[src/rtl/prog_loader_pkg.sv]
// Shared types and constants for the program-memory loader.
package prog_loader_pkg;

  localparam int DEF_ADDR_W    = 11;
  localparam int DEF_DATA_W    = 14;
  localparam int DEF_MAX_WORDS = 2048;

  localparam logic [7:0] HI_MASK     = 8'hC0;
  localparam logic [7:0] CNT_HI_MASK = 8'hF0;

  typedef enum logic [3:0] {
    IDLE,
    CNT_HI,
    CNT_LO,
    W_HI,
    W_LO,
    WRITE,
    CHK,
    DONE,
    ERROR
  } state_t;

endpackage

[src/rtl/prog_loader.sv]
// Framed byte-stream loader: packs HI/LO byte pairs into instruction words and
// writes them sequentially into program memory while holding the CPU in reset.
module prog_loader
  import prog_loader_pkg::*;
#(
  parameter int ADDR_W    = DEF_ADDR_W,
  parameter int DATA_W    = DEF_DATA_W,
  parameter int MAX_WORDS = DEF_MAX_WORDS
) (
  input  logic              clk,
  input  logic              rst,
  input  logic              start,
  input  logic [7:0]        rx_data,
  input  logic              rx_valid,
  output logic              rx_ready,
  output logic              prog_we,
  output logic [ADDR_W-1:0] prog_addr,
  output logic [DATA_W-1:0] prog_wdata,
  output logic              cpu_rst,
  output logic              busy,
  output logic              done,
  output logic              err
);

  localparam logic [12:0] MAX_CNT = 13'(MAX_WORDS);

  state_t              state_q, state_d;
  logic [7:0]          cnt_hi_q, cnt_hi_d;
  logic [11:0]         count_q, count_d;
  logic [11:0]         widx_q, widx_d;
  logic [5:0]          hi_q, hi_d;
  logic [7:0]          sum_q, sum_d;
  logic [ADDR_W-1:0]   addr_q, addr_d;
  logic [DATA_W-1:0]   wdata_q, wdata_d;

  logic        accept;
  logic [11:0] n_word;

  assign n_word = {cnt_hi_q[3:0], rx_data};
  assign accept = rx_valid && rx_ready;

  always_ff @(posedge clk or posedge rst) begin
    if (rst) begin
      state_q  <= IDLE;
      cnt_hi_q <= '0;
      count_q  <= '0;
      widx_q   <= '0;
      hi_q     <= '0;
      sum_q    <= '0;
      addr_q   <= '0;
      wdata_q  <= '0;
    end else begin
      state_q  <= state_d;
      cnt_hi_q <= cnt_hi_d;
      count_q  <= count_d;
      widx_q   <= widx_d;
      hi_q     <= hi_d;
      sum_q    <= sum_d;
      addr_q   <= addr_d;
      wdata_q  <= wdata_d;
    end
  end

  always_comb begin
    state_d  = state_q;
    cnt_hi_d = cnt_hi_q;
    count_d  = count_q;
    widx_d   = widx_q;
    hi_d     = hi_q;
    sum_d    = sum_q;
    addr_d   = addr_q;
    wdata_d  = wdata_q;

    rx_ready = 1'b0;
    prog_we  = 1'b0;

    unique case (state_q)
      IDLE, ERROR: begin
        if (start) begin
          state_d = CNT_HI;
          widx_d  = '0;
          sum_d   = '0;
        end
      end
      CNT_HI: begin
        rx_ready = 1'b1;
        if (accept) begin
          cnt_hi_d = rx_data;
          state_d  = CNT_LO;
        end
      end
      CNT_LO: begin
        rx_ready = 1'b1;
        if (accept) begin
          count_d = n_word;
          if (((cnt_hi_q & CNT_HI_MASK) == 8'h00) && (n_word != 12'd0) &&
              ({1'b0, n_word} <= MAX_CNT))
            state_d = W_HI;
          else
            state_d = ERROR;
        end
      end
      W_HI: begin
        rx_ready = 1'b1;
        if (accept) begin
          if ((rx_data & HI_MASK) == 8'h00) begin
            hi_d    = rx_data[5:0];
            sum_d   = sum_q + rx_data;
            state_d = W_LO;
          end else begin
            state_d = ERROR;
          end
        end
      end
      W_LO: begin
        rx_ready = 1'b1;
        if (accept) begin
          // Latch address and data now so they hold after the WRITE cycle.
          wdata_d = DATA_W'({hi_q, rx_data});
          addr_d  = widx_q[ADDR_W-1:0];
          sum_d   = sum_q + rx_data;
          state_d = WRITE;
        end
      end
      WRITE: begin
        prog_we = 1'b1;
        widx_d  = widx_q + 12'd1;
        if (widx_q + 12'd1 == count_q)
          state_d = CHK;
        else
          state_d = W_HI;
      end
      CHK: begin
        rx_ready = 1'b1;
        if (accept)
          state_d = (rx_data == sum_q) ? DONE : ERROR;
      end
      DONE: begin
        state_d = IDLE;
      end
      default: begin
        state_d = IDLE;
      end
    endcase
  end

  assign prog_addr  = addr_q;
  assign prog_wdata = wdata_q;
  assign cpu_rst    = (state_q != IDLE);
  assign busy       = (state_q != IDLE) && (state_q != ERROR);
  assign done       = (state_q == DONE);
  assign err        = (state_q == ERROR);

endmodule

[config.mk]
export PLATFORM = sky130hd
export DESIGN_NAME = prog_loader
export DESIGN_NICKNAME = d
export VERILOG_FILES = /design/src/rtl/prog_loader_pkg.sv /design/src/rtl/prog_loader.sv
export SDC_FILE = /design/constraint.sdc
export NUM_CORES = 1
export LEC_CHECK = 0
export CORE_MARGIN = 5
export CORE_UTILIZATION = 55
export CTS_BUF_LIST = sky130_fd_sc_hd__clkbuf_8
export CTS_CLUSTER_SIZE = 12
export DETAILED_ROUTE_END_ITERATION = 8
export GPL_ROUTABILITY_DRIVEN = 0
export GPL_TIMING_DRIVEN = 1
export PLACE_DENSITY = 0.84
export SLEW_MARGIN = 5
export SYNTH_ARGS = -nofsm -noshare
export SYNTH_HDL_FRONTEND = slang
export SYNTH_SLANG_ARGS = --single-unit
[constraint.sdc]
create_clock -name clk -period 2.81 [get_ports clk]
set_input_delay 0.562 -clock clk [delete_from_list [all_inputs] [get_ports clk]]
set_output_delay 0.562 -clock clk [all_outputs]
set_load 0.01 [all_outputs]
Word level (Yosys, flattened, before mapping)
Index checks and enable logic that the tools add are counted.
Widths: inputs -> output; s select.
- bits in registers: 75
- input bits: 12
- output and inout bits: 31
- add/subtract/negate cells: 2
- order comparisons: 1
- eq/ne operators: 18
- multiplexer cells: 20
- reductions and logical operators: 20
- operators by type and width (operator ; count):
    $mux 4 ; 9
    $mux 8 ; 4
    $pmux 4 s7 ; 1
    $pmux 12 s2 ; 1
    $pmux 8 s3 ; 1
    $eq 4x3->1 const B ; 4
    $logic_not 8->1 ; 2
    $ne 2x2->1 const B ; 7
    $add 12x1->12 const B ; 1
    $eq 12x12->1 ; 1
    $le 12x12->1 const B ; 1
    $mux 12 ; 1
    $reduce_bool 12->1 ; 1
    $add 8x8->8 ; 1
    $eq 4x2->1 const B ; 2
    $eq 8x8->1 ; 1
    $reduce_and 2->1 ; 4
    $reduce_and 6->1 ; 1
    $reduce_and 5->1 ; 1
    $reduce_or 5->1 ; 1
    $eq 4x1->1 const B ; 1
    $eq 4x4->1 const B ; 1
    $logic_and 1x1->1 ; 4
    $logic_not 4->1 ; 1
    8 further kinds ; 9

Depth between registers and ports, before layout
Gate-level depths: netlist of run 1.
- depth after elaboration: 6
- gate-level depth with buffers: 9
- depth with buffers taken out: 9

Worst setup path before layout of run 1
Ideal clock, no wire load.
- path type: input -> register
- start: input port rx_data[1]
- end: register sum_q[7]
- library setup time: 126 ps
- data arrival time: 2109 ps
- required time: 2684 ps
- path slack: 575 ps
- stages on the path: 7
- cells stage by stage: ha_1 a21oi_1 o211ai_1 a2111oi_0 nor2_1 xor2_1 a221o_1
- cells in the longest elaborated chain, start to end: 4
- elaborated cells between the ends (all ways): 5
- classes of those cells: add/sub (1); mux (4)
- ends and longest elaborated chain (element ; RTL line ; text):
    from (decl) ; prog_loader.sv:13 ; input logic [7:0] rx_data,
    $add 8x8->8 * ; prog_loader.sv:108, prog_loader.sv:121 ;
    $mux 8 ; prog_loader.sv:106 ; if ((rx_data & HI_MASK) == 8'h00) begin
    $mux 8 ; prog_loader.sv:105 ; if (accept) begin
    $pmux 8 s3 * ; prog_loader.sv:77 ; unique case (state_q)
    to (signal assigned) ; prog_loader.sv:58 ; sum_q <= sum_d;
    to (decl) ; prog_loader.sv:32 ; logic [7:0] sum_q, sum_d;
Every way passes the cells marked *; elsewhere a longest branch is shown, timed or not. The select of a mux whose other input is x is not followed.
A chain may end at the register's enable or synchronous reset.

Worst setup path after layout of run 1
Same ends and word-level chain as after synthesis.

==> impl_results.md, run 1 <==
* Yosys cell types at 58
* Pleak at roughly 2.1 nW
* Setup TNS at 0 ns
* CP max-delay cell: a2111oi_1
* Final Hold Vio Count at 0
* Drt first pass iters at 5
* Die area at 9086 um^2
* Cell Rows at 31
* Die X-Extent at 95.32 um
* Avg Cell Area, Syn at roughly 10 um^2
* FFs w/ async S/R, synth at 100.0%
* Post-synth net total at 407
* Filler instances at 531
* First-pass GRT wire length at 15.46 mm
* Metal2 WL at around 4.5 mm
* Fraction of layout cells with a size suffix above 1 at 21.27%
* DRT iter0 DRCs at 280
* Startpoint Class: input port
* Reg clk slew, reported paths at 0.09 ns
* Synth Warn # at 0
* PwrDens at 830.0 nW/um^2
* Sequential share of the synthesized area at a little under half
* Slew Viols, Final at 0
* IO Count at 43
* Max cap viols at 0
* Mapped Area at 4004 um^2
* Final wirelength at 9.118 mm
* CP delay by family, top: compound AO/OA/AOI/OAI gates
* Initial antenna violation count at 0
* Root buf cell: clkbuf_8
* Initial core utilization at 55.80%
* Worst Setup End Kind: register
* Clock Sinks at between 70 and 80
* Top_reg_cell synth: dfrtp_1
* Post-synth EDFFs at 0
* Cts hold-fix bufs at 0
* Clk_lat worst skew at between 0.3 and 0.4 ns
* Post-DR wirelength/cell at between 15 and 20 um
* Detail Placement HPWL at ~6.5 mm
* Metal-1 WL at 4.037 mm
* # Post-CTS Setup Buffers at 0
* Cell taking the most area after synthesis: dfrtp_1
* Dominant cells by area after synthesis: dfrtp_1 (47%), mux2_2 (12%), o21ai_0 (4.5%), nand2_1 (3.0%), ha_1 (2.5%)
* WP data required at 3.05 ns
* Final instance area at 4775 um^2
* Antenna cells at 0
* Period utilization at about 90%
* Final Setup Violations at 0
* Post-layout util at 66.54%
* Tightest Hold Check Type: reg -> reg
* Layout area overhead at 19.25%
* Synth top area share at a little under half
* Post-Place Cells at roughly 530
* H-Tree Depth at 3
* Slew @ Worst Pin at 0.5903 ns
* Crit-path cells: clkdlybuf4s50_1 -> ha_1 -> a21oi_1 -> o211ai_1 -> a2111oi_1 -> nor2_1 -> xor2_1 -> a221o_1
* Via-per-instance ratio at 5.945
* Crit path max fanout at 3
* Vias in the first global route at 3107
* Worst EP arrival at 2.84 ns
* GRT overflow at 0
* Placed Area at 4596 um^2
* Post-route ant nets at 0
* Net count, final at about 460
* CP max stage delay at 0.51 ns
* WS Path Type: in -> reg
* DR DRC count at 0
* Slew headroom at 60.54%
* CTS tree: yes
* RSZ-0062 raised after global routing: no
* Register area at about 1900 um^2
* Hold slack final at 0.4790 ns
* CTS Buffer Depth at 2
* Routed wl met3 at 407 um
* Top routing layer in use: met4
* CP Buf/Inv Count at 1
* Post-route insts no fill at 541
* Worst vdd ir at roughly 0.48 mV
* Seq cells post-synth at 75
* Port bufs at 42
* Total track usage at 21.90%
* Syn Inst Count at 386
* Core Area at about 7200 um^2
* Outcome: complete, no violations
* Fmax at 385.0 MHz
* Area of the multi-input gates at 1951 um^2
* Total number of vias at 3216
* Fin crit period at 2.597 ns
* Die H at 95.32 um
* Largest net degree at the start of global routing at 37
* Inserted Clock Buffers at 9
* Final Skew at between 0.01 and 0.015 ns
## cells by family (layout without fill, tap and decap cells)
group	after synthesis	count (layout)	share of synthesized area, %
AO/OA/AOI/OAI	93	93	15.47
flip-flops	75	75	46.87
multiplexers	46	46	12.88
adder cells (fa/ha/maj)	9	9	3.000
AND/OR/NAND/NOR	109	109	13.94
XOR/XNOR	15	15	3.281
buffers and inverters	39	95	4.562
## timing repair
item                                    in CTS  in global routing
endpoints found under the setup margin       0                  2
endpoints found under the hold margin        0                  0
gates resized for setup                      0                  2
## flip-flops by register name, indices dropped and copies added (netlist names)
signal      flops
count_q        12
cnt_hi_q        8
hi_q            6
prog_addr      11
prog_wdata     14
state_q         4
sum_q           8
widx_q         12
## cells in the final DEF (no fill, tap or decap), types with 7 or more instances in the layout
cell type        synthesis  layout
dfrtp_1                 75      75
mux2_2                  44      44
clkdlybuf4s50_1          0      42
o21ai_0                 36      36
nand2_1                 32      32
buf_4                    0      20
nor2_1                  19      19
inv_1                   16      15
a21oi_1                 15      15
nand3_1                 11      11
xnor2_1                 10      10
clkbuf_8                 0       9
ha_1                     8       8
nand4_1                  7       7
## routing by layer
layer	vias up	track usage, %
li1	1502	-
met5	-	0
met2	113	35.80
met3	18	4.420
met4	0	6.731
met1	1583	29.41
## worst register-to-register path, cell delays in order, from the launching register on
cell,delay [ns]
dfrtp_1,0.50
ha_1,0.32
nand4_1,0.22
or3_1,0.41
o22a_1,0.19
o22ai_1,0.15
nand4_1,0.17
a21bo_1,0.23
## per-stage QoR
step | power (mW) | setup WS (ns)
global route | 4.228 | 0.07023
detailed placement | 3.213 | -0.1075
floorplan | 2.599 | 0.3380
finish | 3.963 | 0.2126
global placement | 3.130 | 0.002095
CTS | 3.964 | 0.1498
## synthesized netlist by cell type (all sizes together) (4+ instances only)
library cell / instances
o31ai: 5
nand2: 34
mux2: 44
buf: 12
nand4: 7
nor3: 6
o21ai: 37
xor2: 5
nor2: 19
clkbuf: 11
ha: 8
nand3: 11
nand2b: 4
xnor2: 10
dfrtp: 75
a21oi: 15
inv: 16
o41ai: 6
nor4: 5
and3: 5
nor2b: 5
o21a: 4
## layout make-up
type / instances / area share (%)
Clock buffer: 9 / 2.594
Timing Repair Buffer: 63 / 12.37
Inverter: 16 / 1.258
Clock inverter: 7 / 1.022
Sequential cell: 75 / 39.31
Tap cell: 99 / 2.594
Multi-Input combinational cell: 272 / 40.85
## path summary, 6_finish.rpt
check	end	start	depth (start not counted)	slack, ns
worst min-delay path	prog_addr[6]	prog_addr[6]	2	0.48
max in group asynchronous	widx_q[5]	rst	3	1.64
min in group asynchronous	hi_q[1]	rst	2	0.55
worst min register to register	prog_addr[6]	prog_addr[6]	2	0.48
worst max-delay path	sum_q[7]	rx_data[1]	8	0.21
worst max register to register	state_q[0]	widx_q[0]	7	0.52
## where the power goes
part | switching, mW | total [mW] | internal (mW)
clock | 0.425 | 0.750 | 0.325
sequential | 0.281 | 1.70 | 1.42
combinational | 0.686 | 1.51 | 0.829
Power figures use the tool's default switching activity.
==> run 2, diff against run 1 <==
--- a/config.mk
+++ b/config.mk
@@ -12,6 +12,7 @@
 export DETAILED_ROUTE_END_ITERATION = 8
 export GPL_ROUTABILITY_DRIVEN = 0
 export GPL_TIMING_DRIVEN = 1
+export HOLD_SLACK_MARGIN = 0.08
 export PLACE_DENSITY = 0.84
 export SLEW_MARGIN = 5
 export SYNTH_ARGS = -nofsm -noshare
==> results of run 2 <==
The final DEF is identical to that of run 1; final timing and power are the same.
